[config.mk]
export PLATFORM = sky130hd
export DESIGN_NAME = instruction_decoder_v2
export DESIGN_NICKNAME = d
export VERILOG_FILES = /design/src/rtl/instruction_decoder_v2_pkg.sv /design/src/rtl/instruction_decoder_v2_collector.sv /design/src/rtl/instruction_decoder_v2.sv
export SDC_FILE = /design/constraint.sdc
export NUM_CORES = 1
export LEC_CHECK = 0
export CORE_MARGIN = 5
export CORE_UTILIZATION = 49
export DETAILED_ROUTE_END_ITERATION = 6
export PLACE_DENSITY_LB_ADDON = 0.05
export SYNTH_ARGS = -nofsm -noshare
export SYNTH_HDL_FRONTEND = slang
export SYNTH_SLANG_ARGS = --single-unit
[constraint.sdc]
create_clock -name i_clk -period 2.1 [get_ports i_clk]
set_input_delay 0.42 -clock i_clk [delete_from_list [all_inputs] [get_ports i_clk]]
set_output_delay 0.42 -clock i_clk [all_outputs]
set_load 0.03 [all_outputs]
[src/rtl/instruction_decoder_v2_pkg.sv]
// Shared definitions for the byte-serial GPU command decoder: opcodes,
// FSM state encoding and a helper for field byte counts.
package instruction_decoder_v2_pkg;

   localparam logic [7:0] OP_NOOP         = 8'h00;
   localparam logic [7:0] OP_SET_MODE     = 8'h01;
   localparam logic [7:0] OP_SET_BG_COLOR = 8'h02;
   localparam logic [7:0] OP_SET_PIXEL    = 8'h03;

   typedef enum logic [1:0] {
      ST_IDLE  = 2'd0,
      ST_ARGS  = 2'd1,
      ST_ISSUE = 2'd2
   } state_t;

   // Number of little-endian bytes needed to carry a field of the given width.
   function automatic int bytes_for(input int bits);
      return (bits + 7) / 8;
   endfunction

endpackage

[src/rtl/instruction_decoder_v2_collector.sv]
// Argument byte collector: shifts argument bytes into a buffer, counts them
// and times the gap between bytes of one instruction.
module instruction_decoder_v2_collector
   import instruction_decoder_v2_pkg::*;
#(
   parameter int MAXB    = 6,
   parameter int CNTW    = 3,
   parameter int TIMEOUT = 1024
) (
   input  logic              i_clk,
   input  logic              i_reset_n,
   input  logic              i_active,
   input  logic              i_shift,
   input  logic [7:0]        i_data,
   input  logic [CNTW-1:0]   i_needed,
   output logic              o_full,
   output logic              o_timeout,
   output logic [MAXB*8-1:0] o_buf_next
);

   localparam int TW = $clog2(TIMEOUT);

   logic [MAXB*8-1:0] arg_buf;
   logic [CNTW-1:0]   count;
   logic [TW-1:0]     timer;

   // Newest byte enters at the top, so after a full instruction the first
   // argument byte sits at the bottom and a short instruction sits at the top.
   assign o_buf_next = {i_data, arg_buf[MAXB*8-1:8]};
   assign o_full     = i_shift && ((count + CNTW'(1)) == i_needed);
   assign o_timeout  = i_active && !i_shift && (timer == TW'(TIMEOUT - 1));

   // Buffer, count and timer are held cleared whenever no instruction is collecting.
   always_ff @(posedge i_clk or negedge i_reset_n) begin
      if (!i_reset_n) begin
         arg_buf <= '0;
         count   <= '0;
         timer   <= '0;
      end else if (!i_active) begin
         arg_buf <= '0;
         count   <= '0;
         timer   <= '0;
      end else if (i_shift) begin
         arg_buf <= o_buf_next;
         count   <= count + CNTW'(1);
         timer   <= '0;
      end else begin
         timer   <= timer + TW'(1);
      end
   end

endmodule

[src/rtl/instruction_decoder_v2.sv]
// Byte-serial GPU command decoder: collects opcode + little-endian argument
// bytes from the host and issues mode / pixel commands with valid/ready.
module instruction_decoder_v2
   import instruction_decoder_v2_pkg::*;
#(
   parameter int XW       = 10,
   parameter int YW       = 10,
   parameter int CW       = 12,
   parameter int H_ACTIVE = 640,
   parameter int V_ACTIVE = 480,
   parameter int TIMEOUT  = 1024
) (
   input  logic          i_clk,
   input  logic          i_reset_n,
   input  logic          i_we,
   input  logic          i_en,
   input  logic [7:0]    i_data,
   output logic          o_ack,
   output logic          o_busy,
   output logic [7:0]    o_mode,
   output logic          o_set_mode,
   input  logic          i_mode_ready,
   output logic [XW-1:0] o_pixel_x,
   output logic [YW-1:0] o_pixel_y,
   output logic [CW-1:0] o_color,
   output logic          o_set_pixel,
   input  logic          i_pixel_ready,
   output logic          o_err_opcode,
   output logic          o_err_timeout,
   output logic          o_err_range
);

   localparam int XB   = bytes_for(XW);
   localparam int YB   = bytes_for(YW);
   localparam int CB   = bytes_for(CW);
   localparam int MAXB = XB + YB + CB;
   localparam int CNTW = $clog2(MAXB + 1);

   localparam logic [CNTW-1:0] NEED_MODE  = CNTW'(1);
   localparam logic [CNTW-1:0] NEED_BG    = CNTW'(CB);
   localparam logic [CNTW-1:0] NEED_PIXEL = CNTW'(MAXB);

   // One extra bit so a limit equal to 2**width still compares correctly.
   localparam logic [XW:0] H_LIMIT = (XW+1)'(H_ACTIVE);
   localparam logic [YW:0] V_LIMIT = (YW+1)'(V_ACTIVE);

   state_t            state;
   logic [7:0]        cur_op;
   logic [CNTW-1:0]   needed;
   logic              accept;
   logic              in_args;
   logic              shift;
   logic              arg_full;
   logic              arg_timeout;
   logic [MAXB*8-1:0] arg_buf_next;
   logic [XW-1:0]     arg_x;
   logic [YW-1:0]     arg_y;
   logic [CW-1:0]     arg_color;
   logic [7:0]        arg_mode;
   logic              out_of_range;
   logic              unused_buf;

   assign accept  = i_en && i_we && ((state == ST_IDLE) || (state == ST_ARGS));
   assign in_args = (state == ST_ARGS);
   assign shift   = accept && in_args;

   // Field positions in the buffer as it looks once the final byte has shifted in;
   // colour occupies the top bytes for both SET_PIXEL and SET_BG_COLOR.
   assign arg_x        = arg_buf_next[XW-1:0];
   assign arg_y        = arg_buf_next[XB*8 +: YW];
   assign arg_color    = arg_buf_next[(XB+YB)*8 +: CW];
   assign arg_mode     = arg_buf_next[MAXB*8-8 +: 8];
   assign out_of_range = ({1'b0, arg_x} >= H_LIMIT) || ({1'b0, arg_y} >= V_LIMIT);
   assign unused_buf   = ^arg_buf_next;

   instruction_decoder_v2_collector #(
      .MAXB    (MAXB),
      .CNTW    (CNTW),
      .TIMEOUT (TIMEOUT)
   ) u_collector (
      .i_clk      (i_clk),
      .i_reset_n  (i_reset_n),
      .i_active   (in_args),
      .i_shift    (shift),
      .i_data     (i_data),
      .i_needed   (needed),
      .o_full     (arg_full),
      .o_timeout  (arg_timeout),
      .o_buf_next (arg_buf_next)
   );

   // Decoder FSM with registered command, busy, ack and error outputs.
   always_ff @(posedge i_clk or negedge i_reset_n) begin
      if (!i_reset_n) begin
         state         <= ST_IDLE;
         cur_op        <= '0;
         needed        <= '0;
         o_ack         <= 1'b0;
         o_busy        <= 1'b0;
         o_mode        <= '0;
         o_set_mode    <= 1'b0;
         o_pixel_x     <= '0;
         o_pixel_y     <= '0;
         o_color       <= '0;
         o_set_pixel   <= 1'b0;
         o_err_opcode  <= 1'b0;
         o_err_timeout <= 1'b0;
         o_err_range   <= 1'b0;
      end else begin
         o_ack         <= accept;
         o_err_opcode  <= 1'b0;
         o_err_timeout <= 1'b0;
         o_err_range   <= 1'b0;
         case (state)
            ST_IDLE: begin
               if (accept) begin
                  case (i_data)
                     OP_NOOP: ;
                     OP_SET_MODE: begin
                        cur_op <= i_data;
                        needed <= NEED_MODE;
                        state  <= ST_ARGS;
                        o_busy <= 1'b1;
                     end
                     OP_SET_BG_COLOR: begin
                        cur_op <= i_data;
                        needed <= NEED_BG;
                        state  <= ST_ARGS;
                        o_busy <= 1'b1;
                     end
                     OP_SET_PIXEL: begin
                        cur_op <= i_data;
                        needed <= NEED_PIXEL;
                        state  <= ST_ARGS;
                        o_busy <= 1'b1;
                     end
                     default: o_err_opcode <= 1'b1;
                  endcase
               end
            end
            ST_ARGS: begin
               if (arg_full) begin
                  if (cur_op == OP_SET_MODE) begin
                     o_mode     <= arg_mode;
                     o_set_mode <= 1'b1;
                     state      <= ST_ISSUE;
                  end else if (cur_op == OP_SET_BG_COLOR) begin
                     o_pixel_x   <= '0;
                     o_pixel_y   <= '0;
                     o_color     <= arg_color;
                     o_set_pixel <= 1'b1;
                     state       <= ST_ISSUE;
                  end else if (out_of_range) begin
                     o_err_range <= 1'b1;
                     state       <= ST_IDLE;
                     o_busy      <= 1'b0;
                  end else begin
                     o_pixel_x   <= arg_x;
                     o_pixel_y   <= arg_y;
                     o_color     <= arg_color;
                     o_set_pixel <= 1'b1;
                     state       <= ST_ISSUE;
                  end
               end else if (arg_timeout) begin
                  o_err_timeout <= 1'b1;
                  state         <= ST_IDLE;
                  o_busy        <= 1'b0;
               end
            end
            ST_ISSUE: begin
               if ((o_set_mode && i_mode_ready) || (o_set_pixel && i_pixel_ready)) begin
                  o_set_mode  <= 1'b0;
                  o_set_pixel <= 1'b0;
                  state       <= ST_IDLE;
                  o_busy      <= 1'b0;
               end
            end
            default: begin
               o_set_mode  <= 1'b0;
               o_set_pixel <= 1'b0;
               state       <= ST_IDLE;
               o_busy      <= 1'b0;
            end
         endcase
      end
   end

endmodule

## After elaboration in Yosys (flattened, before gate mapping)

Cells that the tools add are included.

- Flip-flop bits (word level): 121
- Logic and storage cells: 120
- Input port bits: 14
- Output and inout port bits: 47

- Muxes and demuxes: 50
- $add $sub $neg: 2
- Order comparisons: 2
- Bitwise operators: 2
- Equal/unequal tests: 22
- Reduce and logical (&&, ||, !) cells: 25

Operator list:

| operator | count |
|---|---|
| $mux W48 | 2 |
| $mux W10 | 6 |
| $mux W1 | 25 |
| $eq A8 B2 Y1 const B | 3 |
| $mux W12 | 2 |
| $eq A8 B1 Y1 const B | 2 |
| $mux W2 | 8 |
| $reduce_and A4 Y1 | 3 |
| $add A10 B1 Y10 const B | 1 |
| $eq A10 B10 Y1 const B | 1 |
| $ge A10 B10 Y1 const B | 1 |
| $ge A10 B9 Y1 const B | 1 |
| $pmux W1 S3 | 3 |
| $pmux W3 S3 | 1 |
| $reduce_and A3 Y1 | 3 |
| $logic_and A1 B1 Y1 | 8 |
| $logic_not A8 Y1 | 1 |
| $ne A2 B1 Y1 const B | 4 |
| $ne A2 B2 Y1 const B | 4 |
| $reduce_and A7 Y1 | 1 |
| $mux W3 | 2 |
| $ne A3 B2 Y1 const B | 2 |
| $ne A3 B3 Y1 const B | 2 |
| $pmux W2 S3 | 1 |
| other kinds (13) | 16 |

## Longest topological paths before layout

Gate-level depths: netlist of run 1.

- Word-level depth: 10
- Mapped depth: 7
- Gate-level depth less buffers: 6

## By module

From an unflattened synthesis of run 1, not the netlist that was laid out.

- Cells, all modules: 402
- Area total of the unflattened synthesis: 4897.2 sq um

By module, submodules not included:

| module | sequential area each (sq um) | times used | area each (sq um) | cells an instance |
|---|---|---|---|---|
| instruction_decoder_v2 | 1501.4 | 1 | 2488.6 | 201 |
| instruction_decoder_v2_collector | 1326.3 | 1 | 2408.6 | 201 |

## Least setup slack after synthesis of run 1

No wires, ideal clock.

- Path kind: input -> register
- From: input i_data[4]
- To: register cur_op[0]
- Path slack: -282 ps
- Data required time: 1975 ps
- Cell stages on the path: 5
- Setup time: 125 ps
- Data arrival time: 2257 ps
- Cell sequence: or4_1 -> or4_1 -> or4_1 -> buf_2 -> mux2_4

- Longest elaborated chain between the ends: 3
- Elaborated cells between the ends (all ways): 5
- Those cells by class: 3 x eq/ne; 2 x reduce/logical

Ends and longest elaborated chain:

| what | line | text |
|---|---|---|
| from (decl) | instruction_decoder_v2.sv:17 | `input logic [7:0] i_data,` |
| $eq A8 B2 Y1 or $eq A8 B1 Y1 (tied branches) | instruction_decoder_v2.sv:117 | `case (i_data)` |
| $reduce_or A3 Y1 (no line) (*) | -- |  |
| $reduce_and A3 Y1 (no line) (*) | -- |  |
| to (signal assigned) | instruction_decoder_v2.sv:120 | `cur_op <= i_data;` |
| to (signal assigned) | instruction_decoder_v2.sv:126 | `cur_op <= i_data;` |
| to (signal assigned) | instruction_decoder_v2.sv:132 | `cur_op <= i_data;` |
| to (decl) | instruction_decoder_v2.sv:48 | `logic [7:0] cur_op;` |

Mark *: on every way between the ends. The rest lies on a longest branch, timed or not.
A chain may end at the register's enable or synchronous reset.

## Final worst setup path of run 1

- From: register u_collector.count[0]
- To: register o_mode[5]

- Longest elaborated chain between the ends: 4

Ends and longest elaborated chain:

| what | line | text |
|---|---|---|
| from (decl) | instruction_decoder_v2_collector.sv:24 | `logic [CNTW-1:0] count;` |
| from (signal assigned) | instruction_decoder_v2_collector.sv:45 | `count <= count + CNTW'(1);` |
| $add A3 B1 Y3 | instruction_decoder_v2_collector.sv:30 | `assign o_full = i_shift && ((count + CNTW'(1)) == i_needed);` |
| $eq A3 B3 Y1 | instruction_decoder_v2_collector.sv:30 |  |
| $logic_and A1 B1 Y1 | instruction_decoder_v2_collector.sv:30 |  |
| $reduce_and A3 Y1 (no line) | -- |  |
| to (signal assigned) | instruction_decoder_v2.sv:144 | `o_mode <= arg_mode;` |
| to (decl) | instruction_decoder_v2.sv:20 | `output logic [7:0] o_mode,` |

Every way passes these cells.

==> results of run 1 <==
[cell families (layout without fill, tap and decap cells)]
| logic type | count (synthesis) | in the layout |
|---|---|---|
| muxes | 42 | 42 |
| AOI/OAI and AO/OA | 56 | 56 |
| xor gates and xnor gates | 14 | 14 |
| DFF | 113 | 113 |
| and+or+nand+nor | 163 | 163 |
| adders and majority gates | 2 | 2 |
| buffers and inverters | 41 | 142 |
[cell usage after synthesis (4+ instances only)]
library cell,number,area [sq um]
xor2_1,9,78.83
buf_2,4,20.02
mux2i_1,19,190.2
mux2_2,20,225.2
nand2_1,112,420.4
nand4_1,4,25.02
clkbuf_1,17,63.81
nand3_1,5,25.02
a21oi_1,42,210.2
nor2_1,14,52.55
inv_1,19,71.32
xnor2_1,4,35.03
and2_1,7,43.79
dfrtp_1,113,2828
o21ai_0,4,20.02
[worst reg2reg max path, cell delays in order (launching register included)]
cell and delay (ns):
dfrtp_1 0.40, ha_1 0.22, xnor3_1 0.36, nand4_1 0.07, buf_4 0.17, nor3_4 0.20
buf_12 0.16, mux2_2 0.34
[flip-flops by register name (all words and copies together), names as in the netlist, 2 cells and up]
register,count
cur_op,8
o_pixel_y,10
needed,3
state,2
o_mode,8
o_pixel_x,10
u_collector.arg_buf,40
u_collector.timer,10
u_collector.count,3
o_color,12
[power by group through the flow]
stage,Combinational (W),Sequential (W),Clock (W)
after CTS,0.000560,0.00229,0.00289
final,0.000554,0.00229,0.00285
after floorplan,0.000167,0.00244,0
after global placement,0.000553,0.00233,0
after global routing,0.000601,0.00230,0.00299
after detailed placement,0.000558,0.00233,0
[path summary, 6_finish.rpt]
| path | cells after the start | from | end | slack (ns) |
|---|---|---|---|---|
| max | 7 | u_collector.count[0]$_DFFE_PN0P_ | o_mode[5]$_DFFE_PN0P_ | 0.06 |
| min in group asynchronous | 2 | i_reset_n | u_collector.timer[4]$_DFF_PN0_ | 0.39 |
| max reg2reg | 7 | u_collector.count[0]$_DFFE_PN0P_ | o_mode[5]$_DFFE_PN0P_ | 0.06 |
| max in group asynchronous | 3 | i_reset_n | u_collector.arg_buf[27]$_DFFE_PN0P_ | 1.11 |
| min | 3 | i_data[2] | o_mode[2]$_DFFE_PN0P_ | 0.36 |
| min reg2reg | 1 | u_collector.timer[0]$_DFF_PN0_ | u_collector.timer[0]$_DFF_PN0_ | 0.46 |
[metal layers]
metal,up-vias,global-route usage,part of all wire
met5,-,0,0
met4,0,0.06027,0.012
met3,14,0.05539,0.050
met2,76,0.2976,0.47
met1,1640,0.2559,0.47
li1,1611,-,-
[layout make-up]
type | instances | area (sq um)
Clock inverter | 9 | 132.6
Timing Repair Buffer | 93 | 925.9
Fill cell | 732 | 2985
Tap cell | 129 | 161.4
Clock buffer | 21 | 459.2
Multi-Input combinational cell | 277 | 1677
Sequential cell | 113 | 2828
Inverter | 19 | 71.32
[metrics by stage]
step | power, W | worst slack (ns) | instances
after floorplan | 0.002602 | -0.2733 | 431
after global placement | 0.002882 | -0.7916 | 630
after detailed placement | 0.002889 | -0.8549 | 630
after CTS | 0.005742 | 0.004760 | 661
after global routing | 0.005900 | 0.003878 | 661
final | 0.005698 | 0.05915 | 661
[cell usage in the layout, fill, tap and decap left out, types with 2 or more instances in the layout]
| master | synthesis | layout |
|---|---|---|
| o21ai_1 | 2 | 3 |
| nand3_1 | 5 | 5 |
| mux2_4 | 3 | 3 |
| bufinv_16 | 0 | 3 |
| nand2_1 | 112 | 112 |
| o21a_1 | 2 | 2 |
| nand4_1 | 4 | 4 |
| clkinvlp_4 | 0 | 2 |
| ha_1 | 2 | 2 |
| dfrtp_1 | 113 | 113 |
| and3_1 | 3 | 3 |
| buf_4 | 0 | 26 |
| nor4_1 | 2 | 2 |
| mux2i_1 | 19 | 17 |
| clkinv_2 | 0 | 2 |
| clkbuf_8 | 0 | 4 |
| clkinv_4 | 0 | 2 |
| clkbuf_16 | 0 | 16 |
| mux2i_2 | 0 | 2 |
| nor2_1 | 14 | 14 |
| inv_1 | 19 | 19 |
| clkdlybuf4s50_1 | 0 | 55 |
| or4_4 | 0 | 3 |
| o21ai_0 | 4 | 3 |
| and3b_1 | 2 | 2 |
| nor3_1 | 3 | 3 |
| nor2b_1 | 3 | 3 |
| xor2_1 | 9 | 9 |
| buf_12 | 0 | 6 |
| a21oi_1 | 42 | 41 |
| xnor2_1 | 4 | 4 |
| mux2_2 | 20 | 20 |
| and2_1 | 7 | 7 |
| clkdlybuf4s15_1 | 0 | 3 |
[repair_timing]
action | 4_1_cts | 5_1_grt
endpoints found under the hold margin | 30 | 0
gates resized for setup | 10 | 3
pin swaps | 3 | 1
hold buffers | 1 | 0
endpoints found under the setup margin | 13 | 10
==> impl_metrics.ini, run 1 <==
[run_status]
outcome = finished clean

[detailed_routing]
ant_nets = 0
drt_iter0_drc = 138
routed_wl_um = 9931
via_per_inst = 5.054
wire_per_inst_um = 15.02
drcViolationCount = 0
via_count = 3341
drt_pre_antenna_iters = 4

[critical_path]
path_delay_family = flip-flops
cp-start-kind = flop
crit_buf_inv = 2
cp.required_ns = 2.49
worstPathArrival_ns = 2.44
worstSetupEndpointType = flop
critPathKind = flop to flop
slowest_stage = dfrtp_1
cp_max_fo = 9
crit_path_cell_trace = ha_1 > xnor3_1 > nand4_1 > buf_4 > nor3_4 > buf_12 > mux2_2
critPathMaxStageDelay_ns = 0.40

[power]
p_leak_nw = 2.794
p_clk_frac = 0.500
p_sw_w = 0.001347
power.density_nw_per_um2 = 911.0
seqPwrFrac = 0.403
switching_share = 0.2364
ir_worst_vdd_uv = 437.6
power_frac_comb = 0.097
internal-power_w = 0.004351

[floorplan]
dieArea_sq_um = 11500
num_rows = 35
floorplan.initialDensity = 0.5014
coreArea_sq_um = 9240
ios = 61
die_height_um = 107.2
chipWidth_um = 107.2

[cts]
numClockSinks = 113
cts_tree = built
clk_pin_slew_ns = 0.06
cts_root_buffer = clkbuf_8
numCtsBuffers = 17
clk_latency_ns = 0.51
cts_max_path_buffers = 2
htree_num_levels = 4
cts_setup_buffers = 0

[logic_synthesis]
synth_seq_cells = 113
synth_xor_xnor_area_share = 0.02944
synth_area_per_cell_sq_um = 10.75
synthMuxAreaShare = 0.09938
synth_compound_area_frac = 0.06535
ys_types = 38
netlist_instances = 431
synth_nets = 447
syn_area_sq_um = 4633
yosysWarnings = 0
synth_edf_count = 0
synth_fa_ha_area_frac = 0.005401
synth-simple-area-share = 0.1542
synth_flop_cell = dfrtp_1
synth-seq-area-share = 0.6103
synth_top_family_by_area = simple AND/OR/NAND/NOR gates
synth-async-reset-ratio = 1.000

[grt]
overflow = 0
grt_pass1_vias = 3445
grt_start_max_net_pins = 47
track_usage = 0.1901
grt_pass1_wl_um = 17140
grt_antenna_before_repair = 0

[timing]
holdWs_ns = 0.3625
post-route-min-period_ns = 2.041
finClkSkew_ns = 0.008703
setup_tns_ns = 0
rsz0062_at_grt = no
finalMaxSlewViolations = 0
max_freq_mhz = 490.0
finalCritPeriodShare = 0.9718
setup_viol = 0
worst_slew_pin_slew_ns = 0.4498
hold_viol_final = 0
slew-limit-headroom = 0.7001

[place]
place_area_sq_um = 5634
routabilityCongestion = 0.7508
io_buffers = 60
hpwl_um = 6538

[cells_and_area]
final_core_util = 0.6769
layout.nets = 537
drive_gt1_frac = 0.1729
n_antenna_cell = 0
postLayoutCellArea_sq_um = 6255
area_delta_synth_final_pct = 35.00

[min_path]
hold_class = primary input to flop

[run]
maxCapViolCount = 0
(Power assumes the default switching activity.)
==> run 2, diff against run 1 <==
- SLEW_MARGIN: unset -> 40
==> results of run 2 <==
Same layout as run 1: the final DEF is identical, and so are final timing and power.
